**config.mk**
```make
export PLATFORM = sky130hd
export DESIGN_NAME = board_ram_arbiter
export DESIGN_NICKNAME = d
export VERILOG_FILES = /design/src/rtl/board_pkg.sv /design/src/rtl/board_arb_pick.sv /design/src/rtl/board_ram_arbiter.sv
export SDC_FILE = /design/constraint.sdc
export NUM_CORES = 1
export LEC_CHECK = 0
export CAP_MARGIN = 10
export CELL_PAD_IN_SITES_DETAIL_PLACEMENT = 0
export CELL_PAD_IN_SITES_GLOBAL_PLACEMENT = 1
export CORE_UTILIZATION = 14
export CTS_BUF_LIST = sky130_fd_sc_hd__clkbuf_8
export CTS_CLUSTER_SIZE = 20
export DETAILED_ROUTE_END_ITERATION = 8
export PLACE_DENSITY = 0.85
export RECOVER_POWER = 50
export REMOVE_ABC_BUFFERS = 1
export SYNTH_ARGS = -nofsm -noshare
export SYNTH_HDL_FRONTEND = slang
export SYNTH_SLANG_ARGS = --single-unit
```
**constraint.sdc**
```tcl
create_clock -name clk -period 2.1 [get_ports clk]
set_input_delay 0.315 -clock clk [delete_from_list [all_inputs] [get_ports clk]]
set_output_delay 0.315 -clock clk [all_outputs]
set_load 0.01 [all_outputs]
```
**src/rtl/board_pkg.sv**
```systemverilog
// Shared widths, cell encoding and arbiter state type for the board RAM arbiter.
package board_pkg;

    localparam int BOARD_ADDR_W = 6;
    localparam int CELL_W       = 2;

    typedef enum logic [CELL_W-1:0] {
        EMPTY = 2'd0,
        BLACK = 2'd1,
        WHITE = 2'd2
    } cell_t;

    typedef enum logic {
        ARB      = 1'b0,
        CLR_LOCK = 1'b1
    } arb_state_t;

endpackage

```
**src/rtl/board_arb_pick.sv**
```systemverilog
// Two-way move/display picker. Fixed move-first priority by default;
// alternating (last-served pointer) when BOARD_ARB_RR_EN is defined.
module board_arb_pick
    import board_pkg::*;
(
`ifdef BOARD_ARB_RR_EN
    input  logic clk,
    input  logic rst_n,
`endif
    input  logic en_i,
    input  logic mv_req_i,
    input  logic disp_req_i,
    output logic mv_gnt_o,
    output logic disp_gnt_o
);

`ifdef BOARD_ARB_RR_EN
    // fav_disp_q = 1 means display wins the next contested cycle
    logic fav_disp_q, fav_disp_d;

    always_comb begin
        mv_gnt_o   = en_i & mv_req_i & ~(disp_req_i & fav_disp_q);
        disp_gnt_o = en_i & disp_req_i & ~(mv_req_i & ~fav_disp_q);
        fav_disp_d = fav_disp_q;
        if (mv_gnt_o) begin
            fav_disp_d = 1'b1;
        end else if (disp_gnt_o) begin
            fav_disp_d = 1'b0;
        end
    end

    always_ff @(posedge clk or negedge rst_n) begin
        if (!rst_n) begin
            fav_disp_q <= 1'b0;
        end else begin
            fav_disp_q <= fav_disp_d;
        end
    end
`else
    always_comb begin
        mv_gnt_o   = en_i & mv_req_i;
        disp_gnt_o = en_i & disp_req_i & ~mv_req_i;
    end
`endif

endmodule

```
**src/rtl/board_ram_arbiter.sv**
```systemverilog
// Single-port board RAM arbiter: clear engine locks the port, move and display share it per cycle.
// Build option: BOARD_ARB_RR_EN selects round-robin move/display picking.
module board_ram_arbiter
    import board_pkg::*;
(
    input  logic                    clk,
    input  logic                    rst_n,
    input  logic                    clr_req,
    output logic                    clr_gnt,
    input  logic                    clr_we,
    input  logic [BOARD_ADDR_W-1:0] clr_addr,
    input  logic [CELL_W-1:0]       clr_data,
    input  logic                    mv_req,
    output logic                    mv_gnt,
    input  logic                    mv_we,
    input  logic [BOARD_ADDR_W-1:0] mv_addr,
    input  logic [CELL_W-1:0]       mv_wdata,
    input  logic                    disp_req,
    output logic                    disp_gnt,
    input  logic [BOARD_ADDR_W-1:0] disp_addr,
    output logic                    ram_we,
    output logic [BOARD_ADDR_W-1:0] ram_addr,
    output logic [CELL_W-1:0]       ram_wdata,
    input  logic [CELL_W-1:0]       ram_rdata,
    output logic [CELL_W-1:0]       rd_data,
    output logic                    mv_rvalid,
    output logic                    disp_rvalid,
    output logic                    busy
);

    arb_state_t state_q, state_d;
    logic       pick_en;
    logic       mv_rvalid_q, mv_rvalid_d;
    logic       disp_rvalid_q, disp_rvalid_d;

    always_comb begin
        state_d = state_q;
        clr_gnt = 1'b0;
        pick_en = 1'b0;
        case (state_q)
            ARB: begin
                if (clr_req) begin
                    clr_gnt = 1'b1;
                    state_d = CLR_LOCK;
                end else begin
                    pick_en = 1'b1;
                end
            end
            CLR_LOCK: begin
                clr_gnt = clr_req;
                if (!clr_req) begin
                    state_d = ARB;
                end
            end
            default: state_d = ARB;
        endcase
    end

    board_arb_pick u_pick (
`ifdef BOARD_ARB_RR_EN
        .clk        (clk),
        .rst_n      (rst_n),
`endif
        .en_i       (pick_en),
        .mv_req_i   (mv_req),
        .disp_req_i (disp_req),
        .mv_gnt_o   (mv_gnt),
        .disp_gnt_o (disp_gnt)
    );

    // Idle port drives all zeros so the RAM never sees a stray write
    always_comb begin
        ram_we    = 1'b0;
        ram_addr  = '0;
        ram_wdata = '0;
        if (clr_gnt) begin
            ram_we    = clr_we;
            ram_addr  = clr_addr;
            ram_wdata = clr_data;
        end else if (mv_gnt) begin
            ram_we    = mv_we;
            ram_addr  = mv_addr;
            ram_wdata = mv_wdata;
        end else if (disp_gnt) begin
            ram_addr  = disp_addr;
        end
    end

    assign mv_rvalid_d   = mv_gnt & ~mv_we;
    assign disp_rvalid_d = disp_gnt;

    always_ff @(posedge clk or negedge rst_n) begin
        if (!rst_n) begin
            state_q       <= ARB;
            mv_rvalid_q   <= 1'b0;
            disp_rvalid_q <= 1'b0;
        end else begin
            state_q       <= state_d;
            mv_rvalid_q   <= mv_rvalid_d;
            disp_rvalid_q <= disp_rvalid_d;
        end
    end

    assign busy        = (state_q == CLR_LOCK);
    assign mv_rvalid   = mv_rvalid_q;
    assign disp_rvalid = disp_rvalid_q;
    assign rd_data     = ram_rdata;

endmodule

```
# Yosys cells after proc, flatten, opt, wreduce, memory -nomap -nowiden
# Cells that the tools add are included.
# word_totals
register_bits	3
input_bits	31
# op_classes
muxes	11
bitwise	7
# op_table
cell	n
$mux W6	3
$mux W1	5
$and A1 B1 Y1	4
$mux W2	2
$not A1 Y1	3
$pmux W1 S2	1

# Longest topological paths before layout
# Gate-level depths: netlist of the first run.
# depth
ltp_word	7
depth_mapped	3
mapped_depth_nobuf	2

# Hierarchy
# From an unflattened synthesis of the first run, not the netlist that was laid out.
# hier_totals
cells_unflattened	40
area_unflattened_um2	366.6
# by_module_without_submodules
module	n_inst	cells_per_inst	area_per_inst_um2	seq_area_each_um2
board_ram_arbiter	1	38	350.3	75.1
board_arb_pick	1	2	16.3	0.0

# Worst setup path after synthesis of the first run
# Ideal clock, no wire load.
# synth_path
path_kind	input port to output port
from	input port clr_req
to	output port ram_addr[0]
t_arrival_ps	1146
path_slack_ps	639
stages	3
path_cell_list	buf_6 -> nor4b_4 -> a221o_1
# synth_between
elab_chain_len	7
word_cells_on_any_way	10
cone_classes	7 x mux; 3 x bitwise
# synth_rtl
item	line	source
start: declaration	board_ram_arbiter.sv:8	input logic clr_req,
$mux W1	board_ram_arbiter.sv:42	if (clr_req) begin
$mux W1	board_ram_arbiter.sv:40	case (state_q)
$and A1 B1 Y1 (2 in series)	board_arb_pick.sv:42	disp_gnt_o = en_i & disp_req_i & ~mv_req_i;
net disp_gnt	board_ram_arbiter.sv:19	output logic disp_gnt,
$mux W6	board_ram_arbiter.sv:84	end else if (disp_gnt) begin
$mux W6	board_ram_arbiter.sv:80	end else if (mv_gnt) begin
$mux W6	board_ram_arbiter.sv:76	if (clr_gnt) begin
end: declaration	board_ram_arbiter.sv:22	output logic [BOARD_ADDR_W-1:0] ram_addr,
# The timed path passes the listed nets, and every way through them passes these cells.

# Final worst setup path of the first run
# layout_path
from	input port disp_req
to	output port ram_addr[3]
# layout_between
elab_chain_len	5
# layout_rtl
item	line	source
start: declaration	board_ram_arbiter.sv:18	input logic disp_req,
$and A1 B1 Y1 (2 in series)	board_arb_pick.sv:42	
$mux W6	board_ram_arbiter.sv:84	
$mux W6	board_ram_arbiter.sv:80	
$mux W6	board_ram_arbiter.sv:76	
# Every way passes these cells.

==> impl_summary.log, run 1 <==
INFO  metric cellLeakagePower = 0.378 nW
INFO  metric wl_per_cell = 10.3 µm
INFO  metric cts-hold-fix-buffers = 0
INFO  metric switching_share = 0.214
INFO  metric detail_route.iter0.violations = 6
INFO  metric detailroute.via_count = 424
INFO  metric slew_at_the_pin_closest_to_its_max_slew_limit = 0.258 ns
INFO  metric die_w = 47.2 µm
INFO  metric grt.total_usage = 0.0929
INFO  metric cts-root-to-sink-buffers = 2
INFO  metric path_cells = clkdlybuf4s50_1 > nor4b_4 > buf_4 > buf_4 > a221o_1 > dlygate4sd2_1
INFO  metric layout_worst_path_cycle_share = 0.952
INFO  metric core.rowCount = 16
INFO  metric port_buffers = 43
INFO  metric timing.critical_path.arrival = 1.68 ns
INFO  metric kind_of_critical_path = in2out
INFO  metric path_common_cell = sky130_fd_sc_hd__buf_4
INFO  metric tritoncts_clock_tree = built
INFO  metric antenna_cells_inserted = 0
INFO  metric antenna_violations_before_repair = 0
INFO  metric synth.ff_latch_count = 3
INFO  metric clk_root_buffer_cell = sky130_fd_sc_hd__clkbuf_8
INFO  metric maximum_resistive_drop_on_vdd = 0.210 mV
INFO  metric finalHoldWorstSlack = 0.353 ns
INFO  metric critical_path.startpoint = disp_req
INFO  metric fin_skew = 0.000106 ns
INFO  metric synthTopCellsByCount = 6 x sky130_fd_sc_hd__a221o_1, 6 x sky130_fd_sc_hd__and2_2, 3 x sky130_fd_sc_hd__a22o_2, 3 x sky130_fd_sc_hd__buf_4, 3 x sky130_fd_sc_hd__dfrtp_1
INFO  metric timing_max_transition_violations_final = 0
INFO  metric worstReg2RegStart = busy
INFO  metric vias_per_cell = 4.04
INFO  metric areaGrowthSynthToFinish = 181%
INFO  metric post-route-drc-count = 0
INFO  metric die_h = 47.2 µm
INFO  metric synth_cells = 26
INFO  metric clock_sink_count = 3
INFO  metric cts_made_buffers = 3
INFO  metric wire_length_after_detailed_routing = 1080 µm
INFO  metric run_status = finished clean
INFO  metric synthMuxAreaShare = 0
INFO  metric category_of_the_worst_setup_path_launch_point = primary input
INFO  metric io_pins = 48
INFO  metric core_region_area = 0.00194 mm²
INFO  metric combinational_cell_fraction_of_total_power = 0.352
INFO  metric min_period = 2.00 ns
INFO  metric gp_congestion = 0.651
INFO  metric layout.nets = 110
INFO  metric synth-compound-area-share = 0.314
INFO  metric maxCapViolCount = 0
INFO  metric power.net_switching = 0.0730 mW
INFO  metric first_global_vias = 371
INFO  metric intPower = 0.268 mW
INFO  metric hold_viol_final = 0
INFO  metric post-dp-hpwl = 879 µm
INFO  metric hold_path.class = in2async
INFO  metric synth.yosys.seq_area_share = 0.262
INFO  metric yosys_cell_types = 10
INFO  metric critical_path.slowest_cell = sky130_fd_sc_hd__clkdlybuf4s50_1
INFO  metric floorplan.initialDensity = 0.148
INFO  metric fin_cells = 105
INFO  metric cpPeakStageDelay = 0.40 ns
INFO  metric synth.avg_cell_area = 11.0 µm²
INFO  metric synth_largest_type_area_fraction = 0.262
INFO  metric finalSetupViolCount = 0
INFO  metric worst_setup_path_end_kind = output port
INFO  metric placed_cells_incl_taps = 97
INFO  metric post_route_cells_drive_above_1_share = 0.333
INFO  metric h-tree-depth = 1
INFO  metric grt_start_max_net_pins = 10
INFO  metric global_route.overflow_total = 0
INFO  metric edff_count_synth = 0
INFO  metric drt_pass1_iterations = 4
INFO  metric synthesis.yosys.warnings = 0
INFO  metric cp.required = 1.78 ns
INFO  metric total_die_area = 0.00223 mm²
INFO  metric ys_async_sr_fraction = 1.00
INFO  metric ant_nets = 0
INFO  metric clk_pin_slew = 0.03 ns
INFO  metric p_per_area = 423 mW/mm²
INFO  metric timing.critical_path.fanout_max = 4
INFO  metric synth_fa_ha_area_frac = 0
INFO  metric main_combinational_cell_family_by_area_after_synthesis = compound AO/OA/AOI/OAI gates
INFO  metric power.clock.fraction = 0.467
INFO  metric post_synth_top_flop = sky130_fd_sc_hd__dfrtp_1
INFO  metric synth_area = 287 µm²
INFO  metric seqPwrFrac = 0.181
INFO  metric slew_headroom = 0.827
INFO  metric synth_area_leaders = sky130_fd_sc_hd__dfrtp_1 26%, sky130_fd_sc_hd__a221o_1 21%, sky130_fd_sc_hd__and2_2 16%
INFO  metric fmax = 500 MHz
INFO  metric clock_latency = 0.21 ns
INFO  metric setup_repair_after_global_routing_missed_its_margin = false
INFO  metric nFillCells = 203
INFO  metric synthDominantAreaCellType = sky130_fd_sc_hd__dfrtp_1
INFO  metric yosys.area_share.xor_xnor = 0
INFO  metric grt_first_pass_wirelength = 1440 µm
INFO  metric simple_gate_share_of_the_synthesized_area = 0.288
routing by layer:
metal / wire [µm] / GRT usage
met1: 426 / 0.111
met2: 530 / 0.145
met3: 117 / 0.0308
met5: 0 / 0
met4: 6 / 0.0514
worst max-delay path, delay by kind of cell:
family / cells / cell delay [ns]
buffers and inverters: 4 / 0.96
and+or+nand+nor: 1 / 0.13
AOI/OAI and AO/OA: 1 / 0.28
cells in the final DEF, fill, tap and decap left out:
cell type                         count
sky130_fd_sc_hd__dlygate4sd2_1        9
sky130_fd_sc_hd__a22o_2               3
sky130_fd_sc_hd__dlygate4sd3_1        4
sky130_fd_sc_hd__nor3b_1              1
sky130_fd_sc_hd__dfrtp_1              3
sky130_fd_sc_hd__nor4b_4              1
sky130_fd_sc_hd__inv_1                1
sky130_fd_sc_hd__clkbuf_8             3
sky130_fd_sc_hd__nor2b_1              1
sky130_fd_sc_hd__clkbuf_4             1
sky130_fd_sc_hd__clkbuf_2             3
sky130_fd_sc_hd__and2_2               6
sky130_fd_sc_hd__a221o_1              6
sky130_fd_sc_hd__clkdlybuf4s50_1     27
sky130_fd_sc_hd__buf_4                9
stage by stage:
step	setup WS [ns]	power (mW)	setup TNS [ns]	cell area, µm²	utilization
after detailed placement	-0.218	0.194	-1.96	757	0.390
after CTS	0.0158	0.351	0	826	0.425
final	0.101	0.341	0	806	0.415
after floorplan	0.171	0.0950	0	248	-
after global routing	0.0480	0.355	0	806	0.415
after global placement	-0.184	0.193	-1.62	757	0.390
kinds of logic (layout without fill, tap and decap cells):
family                 Yosys count  in the layout
AO/OA/AOI/OAI                    9              9
buffers and inverters            5             57
AND/OR/NAND/NOR                  9              9
flip-flops                       3              3
final timing paths:
check                      depth (start not counted)           to  slack (ns)
min in group clk                                   3  disp_rvalid        0.58
max in group asynchronous                          1  disp_rvalid        1.61
max reg2reg                                        3    mv_rvalid        1.04
max                                                6  ram_addr[3]        0.10
min                                                1    mv_rvalid        0.35
min reg2reg                                        2  disp_rvalid        0.63
power groups by stage:
| stage | registers, mW | clock network, mW | logic (mW) |
|---|---|---|---|
| after floorplan | 0.0633 | 0 | 0.0317 |
| after global placement | 0.0624 | 0 | 0.131 |
| after detailed placement | 0.0625 | 0 | 0.132 |
| after CTS | 0.0620 | 0.164 | 0.125 |
| after global routing | 0.0619 | 0.164 | 0.130 |
| final | 0.0617 | 0.159 | 0.120 |
sequential cells by signal, indices dropped and copies added, names as in the netlist:
name and cells:
busy 1, disp_rvalid 1, mv_rvalid 1
cell type report:
cell class | instances | area (µm²) | share of cell area
Timing Repair Buffer | 53 | 479 | 0.595
Sequential cell | 3 | 75.1 | 0.0932
Clock buffer | 3 | 41.3 | 0.0512
Clock inverter | 1 | 3.75 | 0.00466
Tap cell | 27 | 33.8 | 0.0419
Multi-Input combinational cell | 18 | 173 | 0.214
timing repair:
| item | 4_1_cts | 5_1_grt |
|---|---|---|
| setup buffers | 4 | 0 |
| endpoints found under the setup margin | 11 | 3 |
| pin swaps | 0 | 0 |
| resized for setup | 16 | 3 |
Note: power is estimated with default switching activity, not from simulation.
==> run 2, diff against run 1 <==
--- a/config.mk
+++ b/config.mk
@@ -9,7 +9,7 @@
 export CELL_PAD_IN_SITES_DETAIL_PLACEMENT = 0
 export CELL_PAD_IN_SITES_GLOBAL_PLACEMENT = 1
 export CORE_UTILIZATION = 14
-export CTS_BUF_LIST = sky130_fd_sc_hd__clkbuf_8
+export CTS_BUF_LIST = sky130_fd_sc_hd__clkbuf_2
 export CTS_CLUSTER_SIZE = 20
 export DETAILED_ROUTE_END_ITERATION = 8
 export PLACE_DENSITY = 0.85
==> impl_summary.log, run 2 (synthesized netlist as in run 1, its figures left out) <==
INFO  metric run_status = finished clean
INFO  metric layout.cells.most_common = sky130_fd_sc_hd__clkdlybuf4s50_1
INFO  metric finalHoldWorstSlack = 0.366 ns (+0.0133 ns)
INFO  metric cts-root-to-sink-buffers = 2 (unchanged)
INFO  metric slew_at_the_pin_closest_to_its_max_slew_limit = 0.253 ns (-0.00508 ns)
INFO  metric critical_path.startpoint = disp_req
INFO  metric detailroute.via_count = 419 (-1.2%)
INFO  metric r2r_worst_path_depth = 3 (unchanged)
INFO  metric layout.nets = 110 (unchanged)
INFO  metric ff2ff_setup_slack = 1.04 ns (about the same)
INFO  metric worstReg2RegStart = busy
INFO  metric floorplan.initialDensity = 0.148 (unchanged)
INFO  metric grt_first_pass_wirelength = 1440 µm (+0.49%)
INFO  metric p_per_area = 333 mW/mm² (-21%)
INFO  metric areaGrowthSynthToFinish = 172%
INFO  metric core.rowCount = 16 (unchanged)
INFO  metric cellLeakagePower = 0.368 nW (-2.7%)
INFO  metric layout_worst_path_cycle_share = 0.951 (-0.00118)
INFO  metric finalSetupViolCount = 0 (unchanged)
INFO  metric drt_pass1_iterations = 4 (unchanged)
INFO  metric maxCapViolCount = 0 (unchanged)
INFO  metric h-tree-depth = 1 (unchanged)
INFO  metric kind_of_critical_path = in2out
INFO  metric power.total = 0.260 mW (-24%)
INFO  metric hold_viol_final = 0 (unchanged)
INFO  metric placed_cells_incl_taps = 97 (unchanged)
INFO  metric first_global_vias = 379 (+2.2%)
INFO  metric clk_root_buffer_cell = sky130_fd_sc_hd__clkbuf_2
INFO  metric wire_length_after_detailed_routing = 1070 µm (-1.4%)
INFO  metric grt.total_usage = 0.0913 (-0.00156)
INFO  metric path_common_cell = sky130_fd_sc_hd__buf_4
INFO  metric final_util = 0.402 (-0.0129)
INFO  metric fmax = 501 MHz (+0.12%)
INFO  metric slew_headroom = 0.831 (+0.00340)
INFO  metric post-dp-hpwl = 879 µm (unchanged)
INFO  metric hold_path.class = in2async
INFO  metric global_route.overflow_total = 0 (unchanged)
INFO  metric clock_latency = 0.20 ns (about the same)
INFO  metric antenna_cells_inserted = 0 (unchanged)
INFO  metric dp_worst_setup_slack = -0.218 ns (unchanged)
INFO  metric post-route-drc-count = 0 (unchanged)
INFO  metric worst_setup_path_endpoint = ram_addr[3]
INFO  metric ant_nets = 0 (unchanged)
INFO  metric worst_setup_path_end_kind = output port
INFO  metric io_pins = 48 (unchanged)
INFO  metric clock_sink_count = 3 (unchanged)
INFO  metric rr_endpoint = mv_rvalid
INFO  metric clk_pin_slew = 0.04 ns (about the same)
INFO  metric core_region_area = 0.00194 mm² (unchanged)
INFO  metric detail_route.iter0.violations = 3 (-3)
INFO  metric mostFrequentLayoutCells = 27 x sky130_fd_sc_hd__clkdlybuf4s50_1, 9 x sky130_fd_sc_hd__dlygate4sd2_1, 9 x sky130_fd_sc_hd__buf_4, 7 x sky130_fd_sc_hd__clkbuf_2
INFO  metric cts_made_buffers = 3 (unchanged)
INFO  metric tritoncts_clock_tree = built
INFO  metric gp_congestion = 0.651 (unchanged)
INFO  metric port_buffers = 43 (unchanged)
INFO  metric fin_cells = 105 (unchanged)
INFO  metric fin_skew = 0.00131 ns (+0.00120 ns)
INFO  metric die_w = 47.2 µm (unchanged)
INFO  metric post-route-worst-setup-slack = 0.103 ns (+0.00247 ns)
INFO  metric cp.required = 1.78 ns (about the same)
INFO  metric category_of_the_worst_setup_path_launch_point = primary input
INFO  metric post_route_cells_drive_above_1_share = 0.346 (+0.0128)
INFO  metric wl_per_cell = 10.2 µm (-1.4%)
INFO  metric setup_repair_after_global_routing_missed_its_margin = false
INFO  metric timing.critical_path.fanout_max = 4 (unchanged)
INFO  metric antenna_violations_before_repair = 0 (unchanged)
INFO  metric nFillCells = 202 (-0.49%)
INFO  metric min_period = 2.00 ns (-0.00247 ns)
INFO  metric cpPeakStageDelay = 0.40 ns (about the same)
INFO  metric timing_max_transition_violations_final = 0 (unchanged)
INFO  metric maximum_resistive_drop_on_vdd = 0.105 mV (-50%)
INFO  metric grt_start_max_net_pins = 10 (unchanged)
INFO  metric die_h = 47.2 µm (unchanged)
INFO  metric critical_path.slowest_cell = sky130_fd_sc_hd__clkdlybuf4s50_1
INFO  metric timing.critical_path.arrival = 1.68 ns (about the same)
INFO  metric vias_per_cell = 3.99 (-1.2%)
INFO  metric total_die_area = 0.00223 mm² (unchanged)
INFO  metric path_cells = clkdlybuf4s50_1 > nor4b_4 > buf_4 > buf_4 > a221o_1 > dlygate4sd2_1
## run 2: cell types whose count changed in the layout (fill, tap and decap cells not counted), sizes merged
cell | previous run | this run
inv | 1 | 0
clkbuf | 7 | 8
## run 2: area by class of cell
cell class,count,area [µm²],area share
Timing Repair Buffer,53,479,0.614
Multi-Input combinational cell,18,173,0.221
Sequential cell,3,75.1,0.0962
Tap cell,27,33.8,0.0433
Clock buffer,4,20.0,0.0256
## run 2: through the flow
step / setup TNS, ns / area, µm²
after floorplan: 0 / 248
after global placement: -1.62 / 757
after detailed placement: -1.96 / 757
after CTS: 0 / 801
after global routing: 0 / 781
final: 0 / 781
## run 2: worst max-delay path, delay by kind of cell
kind | cells | cell delay, ns
compound gates | 1 | 0.28
buf+inv | 4 | 0.97
simple gates | 1 | 0.13
## run 2: layer usage
| layer | wire length [µm] | part of all wire | GRT usage |
|---|---|---|---|
| met5 | 0 | 0 | 0 |
| met1 | 410 | 0.38 | 0.113 |
| met4 | 0 | 0 | 0.0343 |
| met2 | 531 | 0.50 | 0.145 |
| met3 | 124 | 0.12 | 0.0308 |
## run 2: timing repair
action | 4_1_cts | 5_1_grt
buffers inserted | 4 | 0
hold buffers | 0 | 0
setup endpoints to repair | 11 | 3
pin swaps | 0 | 0
gates resized for setup | 16 | 3
## run 2: power by group
group          total, mW  internal, mW  switching, mW
logic              0.120        0.0836         0.0363
registers         0.0616        0.0600        0.00156
clock network     0.0781        0.0503         0.0278
## run 2: worst min-delay path by stage
stage                     startpoint        end  cells past startpoint
after global routing           rst_n       busy                      1
after CTS                      rst_n  mv_rvalid                      1
final                          rst_n  mv_rvalid                      1
after global placement         rst_n  mv_rvalid                      1
after detailed placement       rst_n  mv_rvalid                      1
after floorplan                rst_n       busy                      0
